`src/rtl/us_seq_pkg.sv`:
```
// -----------------------------------------------------------------------------
// us_seq_pkg
// Shared definitions for the ultrasound multi-shot sequencer:
//   - 3-bit state encoding (localparams plus the enum built from them)
//   - default PRI / DONE-timeout constants
//   - popcount helper, handy when computing expected fire totals
// -----------------------------------------------------------------------------
package us_seq_pkg;

   localparam logic [2:0] ST_IDLE      = 3'd0;
   localparam logic [2:0] ST_FIRE      = 3'd1;
   localparam logic [2:0] ST_WAIT_DONE = 3'd2;
   localparam logic [2:0] ST_PRI_WAIT  = 3'd3;
   localparam logic [2:0] ST_DRAIN     = 3'd4;

   typedef enum logic [2:0] {
      S_IDLE      = ST_IDLE,
      S_FIRE      = ST_FIRE,
      S_WAIT_DONE = ST_WAIT_DONE,
      S_PRI_WAIT  = ST_PRI_WAIT,
      S_DRAIN     = ST_DRAIN
   } seq_state_t;

   // PRI of 0 means "fire again as soon as DONE falls"; timeout of 0 disables it.
   localparam logic [31:0] DEF_PRI_CYCLES     = 32'd0;
   localparam logic [31:0] DEF_TIMEOUT_CYCLES = 32'd0;

   function automatic int unsigned popcount(input logic [31:0] v);
      int unsigned n;
      n = 0;
      for (int i = 0; i < 32; i++) begin
         n += int'(v[i]);
      end
      return n;
   endfunction

endpackage

```
`src/rtl/us_next_channel.sv`:
```
// -----------------------------------------------------------------------------
// us_next_channel
// Combinational search for the next enabled channel strictly above ch_sel_i,
// wrapping to the lowest enabled channel when none is found above.
// Ports:
//   ch_mask_i  enabled-channel mask
//   ch_sel_i   current channel
//   next_ch_o  next enabled channel (wrap-around)
//   wrap_o     1 when the search wrapped (also for a single-bit mask)
// An all-zero mask returns ch_sel_i with wrap_o=1.
// -----------------------------------------------------------------------------
module us_next_channel #(
   parameter int NUM_CH   = 8,
   parameter int CH_WIDTH = 3
) (
   input  logic [NUM_CH-1:0]   ch_mask_i,
   input  logic [CH_WIDTH-1:0] ch_sel_i,
   output logic [CH_WIDTH-1:0] next_ch_o,
   output logic                wrap_o
);

   logic [NUM_CH-1:0]   above;
   logic [CH_WIDTH-1:0] low_above;
   logic [CH_WIDTH-1:0] low_mask;

   // Enabled channels strictly above the current selection.
   for (genvar gi = 0; gi < NUM_CH; gi++) begin : g_above
      assign above[gi] = ch_mask_i[gi] && (CH_WIDTH'(gi) > ch_sel_i);
   end

   // Scanning downward leaves the lowest set index in each result.
   always_comb begin
      low_above = ch_sel_i;
      low_mask  = ch_sel_i;
      for (int i = NUM_CH - 1; i >= 0; i--) begin
         if (above[i]) begin
            low_above = CH_WIDTH'(i);
         end
         if (ch_mask_i[i]) begin
            low_mask = CH_WIDTH'(i);
         end
      end
   end

   assign wrap_o    = (above == '0);
   assign next_ch_o = (above == '0) ? low_mask : low_above;

endmodule

```
`src/rtl/us_shot_sequencer.sv`:
```
// -----------------------------------------------------------------------------
// us_shot_sequencer
// Multi-shot scheduler above Ultrasound_FSM. Fires the FSM through its
// START/DONE handshake, sweeps CH_SEL across the enabled channels NUM_SHOTS
// times, enforces a minimum pulse-repetition interval and a per-shot DONE
// timeout.
// Ports:
//   CLK, RESET                  clock, synchronous active-high reset
//   SEQ_START / SEQ_ABORT       start request (rising edge) / abort (level)
//   NUM_SHOTS, CH_MASK,
//   PRI_CYCLES, TIMEOUT_CYCLES  sequence parameters, latched at accepted start
//   FSM_START / FSM_DONE        handshake with Ultrasound_FSM
//   CH_SEL, SHOT_IDX            active channel and sweep index
//   SEQ_BUSY, SEQ_DONE, SEQ_ERR status (busy level, done pulse, sticky timeout)
// All outputs are registered.
// -----------------------------------------------------------------------------
module us_shot_sequencer
   import us_seq_pkg::*;
#(
   parameter int SHOT_CNT_WIDTH = 16,
   parameter int PRI_WIDTH      = 32,
   parameter int NUM_CH         = 8,
   parameter int CH_WIDTH       = 3
) (
   input  logic                      CLK,
   input  logic                      RESET,
   input  logic                      SEQ_START,
   input  logic                      SEQ_ABORT,
   input  logic [SHOT_CNT_WIDTH-1:0] NUM_SHOTS,
   input  logic [NUM_CH-1:0]         CH_MASK,
   input  logic [PRI_WIDTH-1:0]      PRI_CYCLES,
   input  logic [PRI_WIDTH-1:0]      TIMEOUT_CYCLES,
   output logic                      FSM_START,
   input  logic                      FSM_DONE,
   output logic [CH_WIDTH-1:0]       CH_SEL,
   output logic [SHOT_CNT_WIDTH-1:0] SHOT_IDX,
   output logic                      SEQ_BUSY,
   output logic                      SEQ_DONE,
   output logic                      SEQ_ERR
);

   seq_state_t                state_q;
   logic                      start_prev_q;
   logic [SHOT_CNT_WIDTH-1:0] num_shots_q;
   logic [NUM_CH-1:0]         ch_mask_q;
   logic [PRI_WIDTH-1:0]      pri_q;
   logic [PRI_WIDTH-1:0]      timeout_q;
   logic [PRI_WIDTH-1:0]      pri_cnt_q;
   logic [PRI_WIDTH-1:0]      to_cnt_q;
   logic                      fsm_start_q;
   logic [CH_WIDTH-1:0]       ch_sel_q;
   logic [SHOT_CNT_WIDTH-1:0] shot_idx_q;
   logic                      busy_q;
   logic                      done_q;
   logic                      err_q;

   logic [PRI_WIDTH-1:0]      pri_cnt_d;
   logic [PRI_WIDTH-1:0]      to_cnt_d;
   logic [PRI_WIDTH-1:0]      pri_thr_d;
   logic                      start_edge_d;
   logic                      last_shot_d;
   logic [NUM_CH-1:0]         nc_mask_d;
   logic [CH_WIDTH-1:0]       nc_sel_d;
   logic [CH_WIDTH-1:0]       nc_next_d;
   logic                      nc_wrap_d;

   // In IDLE the search runs on the live mask from the top channel, which
   // yields the lowest enabled channel for the first fire; otherwise it
   // advances from the current channel through the latched mask.
   assign nc_mask_d = (state_q == S_IDLE) ? CH_MASK : ch_mask_q;
   assign nc_sel_d  = (state_q == S_IDLE) ? CH_WIDTH'(NUM_CH - 1) : ch_sel_q;

   us_next_channel #(
      .NUM_CH   (NUM_CH),
      .CH_WIDTH (CH_WIDTH)
   ) u_next_channel (
      .ch_mask_i (nc_mask_d),
      .ch_sel_i  (nc_sel_d),
      .next_ch_o (nc_next_d),
      .wrap_o    (nc_wrap_d)
   );

   // Counters hold the post-increment value, so comparing the incremented
   // value makes FSM_START rising edges exactly PRI_CYCLES apart and drops
   // FSM_START exactly TIMEOUT_CYCLES after it rose.
   assign pri_cnt_d    = (pri_cnt_q == '1) ? pri_cnt_q : pri_cnt_q + PRI_WIDTH'(1);
   assign to_cnt_d     = (to_cnt_q == '1) ? to_cnt_q : to_cnt_q + PRI_WIDTH'(1);
   assign pri_thr_d    = (pri_q == '0) ? '0 : pri_q - PRI_WIDTH'(1);
   assign start_edge_d = SEQ_START & ~start_prev_q;
   assign last_shot_d  = (shot_idx_q == num_shots_q - SHOT_CNT_WIDTH'(1));

   always_ff @(posedge CLK) begin
      if (RESET) begin
         state_q      <= S_IDLE;
         start_prev_q <= 1'b0;
         num_shots_q  <= '0;
         ch_mask_q    <= '0;
         pri_q        <= '0;
         timeout_q    <= '0;
         pri_cnt_q    <= '0;
         to_cnt_q     <= '0;
         fsm_start_q  <= 1'b0;
         ch_sel_q     <= '0;
         shot_idx_q   <= '0;
         busy_q       <= 1'b0;
         done_q       <= 1'b0;
         err_q        <= 1'b0;
      end else begin
         start_prev_q <= SEQ_START;
         done_q       <= 1'b0;

         case (state_q)
            S_IDLE: begin
               if (start_edge_d && (NUM_SHOTS != '0) && (CH_MASK != '0)) begin
                  num_shots_q <= NUM_SHOTS;
                  ch_mask_q   <= CH_MASK;
                  pri_q       <= PRI_CYCLES;
                  timeout_q   <= TIMEOUT_CYCLES;
                  err_q       <= 1'b0;
                  shot_idx_q  <= '0;
                  ch_sel_q    <= nc_next_d;
                  busy_q      <= 1'b1;
                  state_q     <= S_FIRE;
               end
            end

            S_FIRE: begin
               if (SEQ_ABORT) begin
                  fsm_start_q <= 1'b0;
                  state_q     <= S_DRAIN;
               end else begin
                  fsm_start_q <= 1'b1;
                  pri_cnt_q   <= '0;
                  to_cnt_q    <= '0;
                  state_q     <= S_WAIT_DONE;
               end
            end

            S_WAIT_DONE: begin
               pri_cnt_q <= pri_cnt_d;
               to_cnt_q  <= to_cnt_d;
               // Priority: abort, then DONE, then timeout.
               if (SEQ_ABORT) begin
                  fsm_start_q <= 1'b0;
                  state_q     <= S_DRAIN;
               end else if (FSM_DONE) begin
                  fsm_start_q <= 1'b0;
                  state_q     <= S_PRI_WAIT;
               end else if ((timeout_q != '0) && (to_cnt_d >= timeout_q)) begin
                  fsm_start_q <= 1'b0;
                  err_q       <= 1'b1;
                  state_q     <= S_DRAIN;
               end
            end

            S_PRI_WAIT: begin
               pri_cnt_q <= pri_cnt_d;
               if (SEQ_ABORT) begin
                  state_q <= S_DRAIN;
               end else if (!FSM_DONE && (pri_cnt_d >= pri_thr_d)) begin
                  if (nc_wrap_d && last_shot_d) begin
                     // Final sweep complete; CH_SEL/SHOT_IDX keep their last values.
                     done_q  <= 1'b1;
                     busy_q  <= 1'b0;
                     state_q <= S_IDLE;
                  end else begin
                     ch_sel_q <= nc_next_d;
                     if (nc_wrap_d) begin
                        shot_idx_q <= shot_idx_q + SHOT_CNT_WIDTH'(1);
                     end
                     state_q <= S_FIRE;
                  end
               end
            end

            S_DRAIN: begin
               // Wait for the FSM to release DONE; only a timeout end reports done.
               if (!FSM_DONE) begin
                  done_q  <= err_q;
                  busy_q  <= 1'b0;
                  state_q <= S_IDLE;
               end
            end

            default: begin
               fsm_start_q <= 1'b0;
               busy_q      <= 1'b0;
               state_q     <= S_IDLE;
            end
         endcase
      end
   end

   assign FSM_START = fsm_start_q;
   assign CH_SEL    = ch_sel_q;
   assign SHOT_IDX  = shot_idx_q;
   assign SEQ_BUSY  = busy_q;
   assign SEQ_DONE  = done_q;
   assign SEQ_ERR   = err_q;

endmodule

```
`config.mk`:
```
export PLATFORM = sky130hd
export DESIGN_NAME = us_shot_sequencer
export DESIGN_NICKNAME = d
export VERILOG_FILES = /design/src/rtl/us_seq_pkg.sv /design/src/rtl/us_next_channel.sv /design/src/rtl/us_shot_sequencer.sv
export SDC_FILE = /design/constraint.sdc
export NUM_CORES = 1
export LEC_CHECK = 0
export BUFFER_PORTS_ARGS = -buffer_cell sky130_fd_sc_hd__buf_4
export CAP_MARGIN = 10
export CORE_UTILIZATION = 50
export CTS_CLUSTER_SIZE = 30
export DETAILED_ROUTE_END_ITERATION = 10
export PLACE_DENSITY_LB_ADDON = 0.15
export SYNTH_ARGS = -nofsm -noshare
export SYNTH_HDL_FRONTEND = slang
export SYNTH_SLANG_ARGS = --single-unit
```
`constraint.sdc`:
```
create_clock -name CLK -period 5.95 [get_ports CLK]
set_input_delay 1.785 -clock CLK [delete_from_list [all_inputs] [get_ports CLK]]
set_output_delay 1.785 -clock CLK [all_outputs]
set_load 0.01 [all_outputs]
```
==> reports/metrics.yaml, run 1 <==
logic_synthesis:
  yosysUniqueCellTypes: 64
  netlist_top_cells_count: "nand2_1, dfxtp_1, a21oi_1"
  yosysTopAreaCell: "dfxtp_1"
  syn_area_sq_um: 11320
  ys_seq_area_share_pct: 31.65
  synth_area_leaders: "dfxtp_1, nand2_1, ha_1"
  yosys_register_bits: 179
  ys_warn_count: 0
  yosysMostFrequentCell: "nand2_1"
  synth_edf_count: 0
  synth_top_cell_area_share_pct: 31.65
  synth_ff_type: "dfxtp_1"
  syn-num-nets: 1688
  synthArstFlopShare_pct: 0
  syn_area_per_cell_sq_um: 7.424
  synthCells: 1525
cts:
  cts_tree: "built"
  clk_path_buf_depth: 2
  numCtsBuffers: 17
  cts.clk_slew.worst_paths_ns: 0.07
  cts-htree-levels: 4
  clkSinkCount: 179
  clock_latency_ns: 0.44
  cts_root_buf: "clkbuf_16"
placed_design:
  port_buffers: 115
  gp_congestion: 0.8808
  dp_cells: 1854
  pre_cts_ws_ns: 0.1390
  hpwl_um: 20540
layout:
  layoutNonFillerInstCount: 1886
  drive_gt1_share_pct: 11.33
  area_growth_pct: 14.40
  diodes: 0
  fillers: 2092
  nNetsFinal: 1756
power:
  ir_worst_vdd_uv: 238.6
  p_sw_uw: 2304
  leakagePower_uw: 0.005488
  p_clk_share_pct: 21.1
  swShare_pct: 43.08
  p_int_uw: 3044
  powerDensity_nw_per_um2: 412.9
  comb_power_share_pct: 46.7
  seq_power_share_pct: 32.2
global_route:
  antenna_found_initial: 0
  grt_pass1_wl_um: 47620
  grt_max_degree: 92
  grt_overflow: 0
  grt_usage_pct: 24.59
  grt_pass1_vias: 9872
worst_setup_path:
  cp_max_fo: 30
  worst_setup_path_end_kind: "flop"
  arrival_ns: 5.81
  required_ns: 6.32
  path_class: "reg -> reg"
  start_kind: "flop"
outcome:
  violations: "design-rule violations"
  status: "finished with violations"
floorplan:
  die_h_um: 152.5
  row_count: 54
  dieArea_sq_um: 23250
  core-area_sq_um: 22030
  die_w_um: 152.5
  ios: 116
  start_util_pct: 51.40
sta:
  period_share_pct: 91.45
  worstMarginPinSlew_ns: 1.107
  setup-violations-final: 0
  fmax_mhz: 183.8
  post-route-min-period_ns: 5.441
  slew_headroom_pct: 25.90
  fin_skew_ns: 0.01407
  finalHoldViolations: 0
  slew_violations: 0
  layout_setup_ws_ns: 0.5086
drt:
  drc: 7
  drt-initial-drc-count: 813
  routed_via_density: 5.740
  drt_wl_total_um: 28490
  routedWlPerCell_um: 15.11
  ant_nets: 0
  dr_total_vias: 10830
  firstDrtPassIters: 10
job:
  max-cap-violations: 0
min_path:
  hold_path_class: "reg -> reg"
-- placed cells by master, fill, tap and decap left out, types with 34 or more instances in the layout --
cell type  Yosys  final
nor4_1        35     34
xnor2_1       44     44
inv_1         50     50
dfxtp_1      179    179
xor2_1        64     64
nor2_1       139    136
a21oi_1      161    161
ha_1          70     70
nor3_1        39     38
buf_4          0    128
o21ai_0       63     63
nand2_1      279    279
-- worst max-delay path: stages, from the launching register on --
cell and delay, ns:
dfxtp_1 0.35, or4_1 0.57, or3_1 0.41, nor4b_4 0.40, nand2_1 0.27, nor2_2 0.25
nand3b_1 0.14, nor3_1 0.21, xor2_1 0.16, nand2_1 0.08, ha_1 0.35, nand4_1 0.16
nor4_2 0.37, a22oi_1 0.12, o211ai_1 0.12, a41oi_1 0.15, nor3_2 0.28, o22ai_4 0.25
or4_1 0.56, a21oi_1 0.15
-- kinds of logic (layout without fill, tap and decap cells) --
group	Yosys count	count (layout)	synth area share, %
buffers and inverters	129	210	4.509
muxes	9	9	0.8952
DFF	179	179	31.65
xor gates and xnor gates	108	108	8.355
AOI/OAI and AO/OA	350	350	18.51
and+or+nand+nor	680	680	28.34
adders and majority gates	70	70	7.737
-- state kept, by name, summed over array words and instances (netlist names) --
register / flops
pri_cnt_q: 32
pri_q: 32
timeout_q: 32
to_cnt_q: 32
SHOT_IDX: 16
num_shots_q: 16
ch_mask_q: 8
CH_SEL: 3
state_q: 3
FSM_START: 1
SEQ_BUSY: 1
SEQ_DONE: 1
SEQ_ERR: 1
start_prev_q: 1
-- worst paths after layout --
| kind | start | endpoint | slack (ns) | cells past startpoint |
|---|---|---|---|---|
| worst min register to register | pri_q[19]$_SDFFE_PP0P_ | pri_q[19]$_SDFFE_PP0P_ | 0.47 | 2 |
| worst min-delay path | pri_q[19]$_SDFFE_PP0P_ | pri_q[19]$_SDFFE_PP0P_ | 0.47 | 2 |
| worst max register to register | pri_q[2]$_SDFFE_PP0P_ | SHOT_IDX[5]$_SDFFE_PP0P_ | 0.51 | 19 |
| worst max-delay path | pri_q[2]$_SDFFE_PP0P_ | SHOT_IDX[5]$_SDFFE_PP0P_ | 0.51 | 19 |
-- layer usage --
layer / global-route usage [%] / part of all wire, % / up-vias
met1: 33.73 / 49 / 5069
met4: 6.830 / 1.4 / 0
met2: 39.96 / 46 / 222
met5: 0 / 0 / -
met3: 3.925 / 4.0 / 29
li1: - / - / 5506
-- power groups by stage --
stage          sequential (uW)  clock [uW]  combinational (uW)
2_1_floorplan             1630           0                1970
3_3_place_gp              1740           0                2400
3_5_place_dp              1740           0                2470
4_1_cts                   1720        1150                2480
5_1_grt                   1760        1200                2850
6_report                  1720        1130                2500
-- what timing repair did --
item | in CTS | in global routing
buffers inserted | 0 | 0
hold buffers | 0 | 0
endpoints found under the setup margin | 0 | 16
hold endpoints to repair | 0 | 0
gates resized for setup | 0 | 6
-- stage by stage --
step | hold WS, ns | setup TNS (ns) | total power (uW) | area, sq um | utilization (%)
after floorplan | 0.4363 | 0 | 3606 | 11320 | -
after global placement | 0.4498 | 0 | 4135 | 12340 | 56.00
after detailed placement | 0.4572 | 0 | 4209 | 12340 | 56.00
after CTS | 0.4666 | 0 | 5349 | 12920 | 58.65
after global routing | 0.4893 | -0.006102 | 5815 | 12950 | 58.80
final | 0.4653 | 0 | 5348 | 12950 | 58.80
-- layout make-up --
type | count | area (sq um) | area share, %
clock buffers | 23 | 488.0 | 3.768
multi-input cells | 1217 | 7286 | 56.26
flip-flops and latches | 179 | 3583 | 27.67
clock inverters | 9 | 95.09 | 0.7342
inverters | 50 | 187.7 | 1.449
well taps | 280 | 350.3 | 2.705
repair buffers | 128 | 960.9 | 7.420
No activity file was read; power rests on OpenSTA's default activity.
==> run 2: changes to the inputs <==
--- a/config.mk
+++ b/config.mk
@@ -7,7 +7,7 @@
 export LEC_CHECK = 0
 export BUFFER_PORTS_ARGS = -buffer_cell sky130_fd_sc_hd__buf_4
 export CAP_MARGIN = 10
-export CORE_UTILIZATION = 50
+export CORE_UTILIZATION = 60
 export CTS_CLUSTER_SIZE = 30
 export DETAILED_ROUTE_END_ITERATION = 10
 export PLACE_DENSITY_LB_ADDON = 0.15
==> reports/metrics.yaml, run 2 (synthesized netlist as in run 1, its figures left out) <==
sta:
  fmax_mhz: 180.0  # was 183.8 MHz
  worstMarginPinSlew_ns: 1.067  # was 1.107 ns
  rsz0062_at_grt: "false"
  finalHoldViolations: 0  # unchanged
  slew_violations: 0  # unchanged
  setup-violations-final: 0  # unchanged
  slew_headroom_pct: 28.59  # was 25.90%
  period_share_pct: 93.37  # was 91.45%
  post-route-min-period_ns: 5.555  # was 5.441 ns
  fin_skew_ns: 0.01132  # was 0.01407 ns
  setup_tns_ns: 0  # unchanged
layout:
  final_cell_mix: "nand2_1, dfxtp_1, a21oi_1"  # unchanged
  nNetsFinal: 1756  # unchanged
  multiInputGateArea_sq_um: 7274  # was 7286 sq um
  final_area_sq_um: 12950  # about the same
  diodes: 0  # unchanged
  fillers: 1502  # was 2092
  area_growth_pct: 14.37  # was 14.40%
  final_common_cell: "nand2_1"  # unchanged
  drive_gt1_share_pct: 11.21  # was 11.33%
  seqCellArea_sq_um: 3583  # unchanged
global_route:
  grt_usage_pct: 28.65  # was 24.59%
  grt_max_degree: 92  # unchanged
  grt_pass1_vias: 9889  # was 9872
  grt_overflow: 0  # unchanged
  antenna_found_initial: 0  # unchanged
  grt_pass1_wl_um: 46350  # was 47620 um
cts:
  holdBufCountCts: 0  # unchanged
  numCtsBuffers: 17  # unchanged
  clock_latency_ns: 0.44  # about the same
  clk_path_buf_depth: 2  # unchanged
  cts.clk_slew.worst_paths_ns: 0.07  # about the same
  cts-htree-levels: 4  # unchanged
  cts_tree: "built"  # unchanged
  cts_root_buf: "clkbuf_16"  # unchanged
  clkSinkCount: 179  # unchanged
drt:
  ant_nets: 0  # unchanged
  drc: 0  # was 7
  routedWlPerCell_um: 15.15  # was 15.11 um
  firstDrtPassIters: 6  # was 10
  drt_wl_total_um: 27800  # was 28490 um
  dr_total_vias: 10920  # was 10830
  drt-initial-drc-count: 814  # was 813
  routed_via_density: 5.952  # was 5.740
min_path:
  hold_path_class: "reg -> reg"  # unchanged
  hp-start: "pri_q[19]$_SDFFE_PP0P_"  # unchanged
  holdPathEnd: "pri_q[19]$_SDFFE_PP0P_"  # unchanged
  holdPathStages: 2  # unchanged
floorplan:
  row_count: 49  # was 54
  core-area_sq_um: 18210  # was 22030 sq um
  start_util_pct: 62.17  # was 51.40%
  die_w_um: 139.4  # was 152.5 um
  die_h_um: 139.4  # was 152.5 um
  ios: 116  # unchanged
  dieArea_sq_um: 19420  # was 23250 sq um
placed_design:
  gp_congestion: 0.9029  # was 0.8808
  dpl_cell_area_sq_um: 12260  # was 12340 sq um
  port_buffers: 115  # unchanged
  hpwl_um: 19860  # was 20540 um
power:
  powerDensity_nw_per_um2: 424.2  # was 412.9 nW/um^2
  leakagePower_uw: 0.005512  # was 0.005488 uW
  ir_worst_vdd_uv: 266.4  # was 238.6 uV
outcome:
  status: "finished clean"  # was finished with violations
worst_setup_path:
  cp_max_fo: 30  # unchanged
  slowest_stage: "or4_1"  # unchanged
  r2r_end: "SHOT_IDX[5]$_SDFFE_PP0P_"  # unchanged
  path_class: "reg -> reg"  # unchanged
  slowest_delay_ns: 0.58  # was 0.57 ns
  start_kind: "flop"  # unchanged
  crit_chain: "or4_1, or3_1, nor4b_4, nand2_1, nor2_1, nand3b_1, nor3_1, xor2_1, nand2_1, ha_1, nand4_1, nor4_1, a22oi_1, o211ai_1, a41oi_1, nor3_2, o22ai_4, or4_1, a21oi_1"  # was or4_1, or3_1, nor4b_4, nand2_1, nor2_2, nand3b_1, nor3_1, xor2_1, nand2_1, ha_1, nand4_1, nor4_2, a22oi_1, o211ai_1, a41oi_1, nor3_2, o22ai_4, or4_1, a21oi_1
  required_ns: 6.31  # was 6.32 ns
  regToRegSetupSlack_ns: 0.39  # was 0.51 ns
  worst_setup_path_end_kind: "flop"  # unchanged
  worst_r2r_path_depth: 19  # unchanged
  r2r_start: "pri_q[2]$_SDFFE_PP0P_"  # unchanged
  arrival_ns: 5.92  # was 5.81 ns
job:
  max-cap-violations: 0  # unchanged
-- run 2: cell types whose count changed in the layout (fill, tap and decap cells not counted), sizes merged --
cell	before	now
bufinv	1	5
clkbuf	23	18
clkinv	5	2
clkinvlp	1	3
inv	52	54
-- run 2: worst max-delay path by stage --
| stage | startpoint | to | slack [ns] | depth (start not counted) |
|---|---|---|---|---|
| 2_1_floorplan | pri_q[2]$_SDFFE_PP0P_ | SHOT_IDX[5]$_SDFFE_PP0P_ | 1.13 | 20 |
| 3_3_place_gp | pri_q[2]$_SDFFE_PP0P_ | SHOT_IDX[1]$_SDFFE_PP0P_ | 0.46 | 19 |
| 3_5_place_dp | pri_q[2]$_SDFFE_PP0P_ | SHOT_IDX[5]$_SDFFE_PP0P_ | 0.04 | 19 |
| 4_1_cts | pri_q[2]$_SDFFE_PP0P_ | SHOT_IDX[5]$_SDFFE_PP0P_ | 0.02 | 19 |
| 5_1_grt | pri_q[2]$_SDFFE_PP0P_ | SHOT_IDX[5]$_SDFFE_PP0P_ | 0.01 | 19 |
| 6_report | pri_q[2]$_SDFFE_PP0P_ | SHOT_IDX[5]$_SDFFE_PP0P_ | 0.39 | 19 |
-- run 2: cell type report --
| class | instances | area share, % |
|---|---|---|
| multi-input combinational | 1217 | 56.18 |
| sequential | 179 | 27.68 |
| clock inverter | 14 | 1.739 |
| timing repair buffer | 128 | 7.422 |
| clock buffer | 18 | 3.315 |
| tap | 229 | 2.213 |
| inverter | 50 | 1.450 |
-- run 2: worst max-delay path, delay by kind of cell (launching register included) --
family                   cells  cell delay, ns
AO/OA/AOI/OAI                5            0.81
XOR/XNOR                     1            0.17
adder cells (fa/ha/maj)      1            0.35
flip-flops                   1            0.35
AND/OR/NAND/NOR             12            3.78
-- run 2: through the flow --
step	std cells	setup WS [ns]	hold WS [ns]	utilization (%)	power, uW
floorplan	1525	1.132	0.4363	-	3606
global placement	1802	0.4626	0.4490	67.35	4105
detailed placement	1802	0.03678	0.4542	67.35	4190
CTS	1834	0.01578	0.4647	70.95	5465
global route	1835	0.01332	0.4839	71.11	5927
finish	1835	0.3947	0.4630	71.11	5492
-- run 2: metal layers --
layer	vias to the layer above	wire [um]	part of all wire [%]	track usage [%]
met5	-	0	0	0
met4	0	298	1.1	7.719
met3	28	1238	4.5	4.061
met2	281	13070	47	47.13
met1	5122	13190	47	39.17
li1	5491	-	-	-
-- run 2: where the power goes --
part / switching [uW] / leakage [uW] / internal (uW)
registers: 298 / 0.00146 / 1430
clock network: 518 / 0.000308 / 753
logic: 1500 / 0.00374 / 994
-- run 2: timing repair --
item                                   4_1_cts  5_1_grt
gates resized for setup                      0        3
setup endpoints to repair                    0       16
endpoints found under the hold margin        0        0
setup buffers                                0        1
==> run 3: changes to the inputs <==
--- a/config.mk
+++ b/config.mk
@@ -7,6 +7,7 @@
 export LEC_CHECK = 0
 export BUFFER_PORTS_ARGS = -buffer_cell sky130_fd_sc_hd__buf_4
 export CAP_MARGIN = 10
+export CORE_MARGIN = 8
 export CORE_UTILIZATION = 60
 export CTS_CLUSTER_SIZE = 30
 export DETAILED_ROUTE_END_ITERATION = 10
==> reports/metrics.yaml, run 3 (synthesized netlist as in run 1, its figures left out) <==
placed_design:
  port_buffers: 115  # unchanged
  dp_cells: 1806  # was 1802
  gp_congestion: 0.8997  # was 0.9029
  hpwl_um: 20570  # was 19860 um
  pre_cts_ws_ns: 0.1736  # was 0.03678 ns
drt:
  drc: 0  # unchanged
  firstDrtPassIters: 6  # unchanged
  met1_length_um: 13230  # was 13190 um
  highest_layer: "met4"  # unchanged
  drt-initial-drc-count: 898  # was 814
  detailroute.wirelength.met3_um: 1700  # was 1238 um
  ant_nets: 0  # unchanged
  drt_wl_total_um: 28630  # was 27800 um
  routedWlPerCell_um: 15.58  # was 15.15 um
  routed-wl-met2_um: 13300  # was 13070 um
  dr_total_vias: 10910  # was 10920
  routed_via_density: 5.934  # was 5.952
layout:
  seqCellArea_sq_um: 3583  # unchanged
  drive_gt1_share_pct: 11.16  # was 11.21%
  final_cell_mix: "nand2_1, dfxtp_1, a21oi_1"  # unchanged
  multiInputGateArea_sq_um: 7278  # was 7274 sq um
  diodes: 0  # unchanged
  nNetsFinal: 1755  # was 1756
  fillers: 1592  # was 1502
  final_common_cell: "nand2_1"  # unchanged
  layoutNonFillerInstCount: 1838  # was 1835
  area_growth_pct: 14.07  # was 14.37%
floorplan:
  dieArea_sq_um: 23520  # was 19420 sq um
  die_h_um: 153.4  # was 139.4 um
  ios: 116  # unchanged
  core-area_sq_um: 18640  # was 18210 sq um
  row_count: 50  # was 49
  start_util_pct: 60.72  # was 62.17%
  die_w_um: 153.4  # was 139.4 um
global_route:
  grt_max_degree: 89  # was 92
  grt_usage_pct: 24.17  # was 28.65%
  antenna_found_initial: 0  # unchanged
  grt_overflow: 0  # unchanged
  grt_pass1_wl_um: 48520  # was 46350 um
  grt_pass1_vias: 10170  # was 9889
cts:
  clkSinkCount: 179  # unchanged
  holdBufCountCts: 0  # unchanged
  numCtsBuffers: 17  # unchanged
  cts_root_buf: "clkbuf_16"  # unchanged
  cts.clk_slew.worst_paths_ns: 0.07  # about the same
  cts-htree-levels: 4  # unchanged
  cts_tree: "built"  # unchanged
  clock_latency_ns: 0.43  # was 0.44 ns
  clk_path_buf_depth: 2  # unchanged
sta:
  layout_setup_ws_ns: 0.5295  # was 0.3947 ns
  rsz0062_at_grt: "false"  # unchanged
  setup-violations-final: 0  # unchanged
  slew_violations: 0  # unchanged
  worstMarginPinSlew_ns: 1.044  # was 1.067 ns
  fin_skew_ns: 0.01045  # was 0.01132 ns
  setup_tns_ns: 0  # unchanged
  post-route-min-period_ns: 5.420  # was 5.555 ns
  slew_headroom_pct: 30.12  # was 28.59%
  finalHoldViolations: 0  # unchanged
  period_share_pct: 91.10  # was 93.37%
  fmax_mhz: 184.5  # was 180.0 MHz
power:
  ir_worst_vdd_uv: 262.3  # was 266.4 uV
  powerDensity_nw_per_um2: 420.5  # was 424.2 nW/um^2
  leakagePower_uw: 0.005494  # was 0.005512 uW
job:
  max-cap-violations: 0  # unchanged
worst_setup_path:
  worst_setup_path_end_kind: "flop"  # unchanged
  required_ns: 6.30  # was 6.31 ns
  path_class: "reg -> reg"  # unchanged
  start_kind: "flop"  # unchanged
  arrival_ns: 5.77  # was 5.92 ns
  cp_max_fo: 30  # unchanged
min_path:
  hold_path_class: "reg -> reg"  # unchanged
outcome:
  status: "finished clean"  # unchanged
## run 3: cell types whose count changed in the layout (fill, tap and decap cells not counted), moves of 2 or more
cell      delta
clkbuf_8     +2
nor2_1       -2
clkinv_2     +2
nor2_2       +2
clkbuf_1     +2
inv_6        -4
## run 3: routing by layer
metal	up-vias	track usage (%)
li1	5510	-
met1	5054	31.76
met2	310	39.18
met3	33	5.187
met4	0	7.046
met5	-	0
## run 3: path summary, 6_finish.rpt
kind              slack (ns)                        end                   start  cells past startpoint
hold / removal          0.46     pri_q[19]$_SDFFE_PP0P_  pri_q[19]$_SDFFE_PP0P_                      2
setup reg to reg        0.53  SHOT_IDX[15]$_SDFFE_PP0P_   pri_q[2]$_SDFFE_PP0P_                     20
hold reg to reg         0.46     pri_q[19]$_SDFFE_PP0P_  pri_q[19]$_SDFFE_PP0P_                      2
setup / recovery        0.53  SHOT_IDX[15]$_SDFFE_PP0P_   pri_q[2]$_SDFFE_PP0P_                     20
## run 3: repair_timing
action / in CTS / in global routing
setup buffers: 0 / 1
endpoints found under the setup margin: 0 / 16
gates resized for setup: 0 / 5
## run 3: area by class of cell
cell class,instances,area share (%)
clock buffers,22,3.595
flip-flops and latches,179,27.75
clock inverters,9,1.192
repair buffers,127,7.383
well taps,234,2.267
inverters,50,1.453
multi-input cells,1217,56.36
## run 3: where the power goes
group          internal (uW)  total [uW]  switching (uW)
clock network            723        1200             474
logic                    995        2510            1510
registers               1430        1720             295
## run 3: critical path, cell delays in order, from the launching register on
cell and delay [ns]:
dfxtp_1 0.35, or4_1 0.58, or3_1 0.43, nor4b_4 0.38, nand2_1 0.25, nor2_2 0.25
nand3b_1 0.14, nor3_1 0.21, xor2_1 0.16, nand2_1 0.07, ha_1 0.35, nand4_1 0.16
nor4_2 0.36, a22oi_1 0.11, o211ai_1 0.13, a41oi_1 0.15, nor3_2 0.21, o22ai_2 0.09
buf_4 0.26, or4_1 0.52, a21oi_1 0.16
## run 3: per-stage QoR
| stage | power (uW) | area [sq um] | hold WS (ns) | util [%] |
|---|---|---|---|---|
| after floorplan | 3606 | 11320 | 0.4363 | - |
| after global placement | 4116 | 12260 | 0.4495 | 65.78 |
| after detailed placement | 4194 | 12260 | 0.4577 | 65.78 |
| after CTS | 5412 | 12880 | 0.4674 | 69.09 |
| after global routing | 5898 | 12910 | 0.4931 | 69.27 |
| final | 5430 | 12910 | 0.4646 | 69.27 |
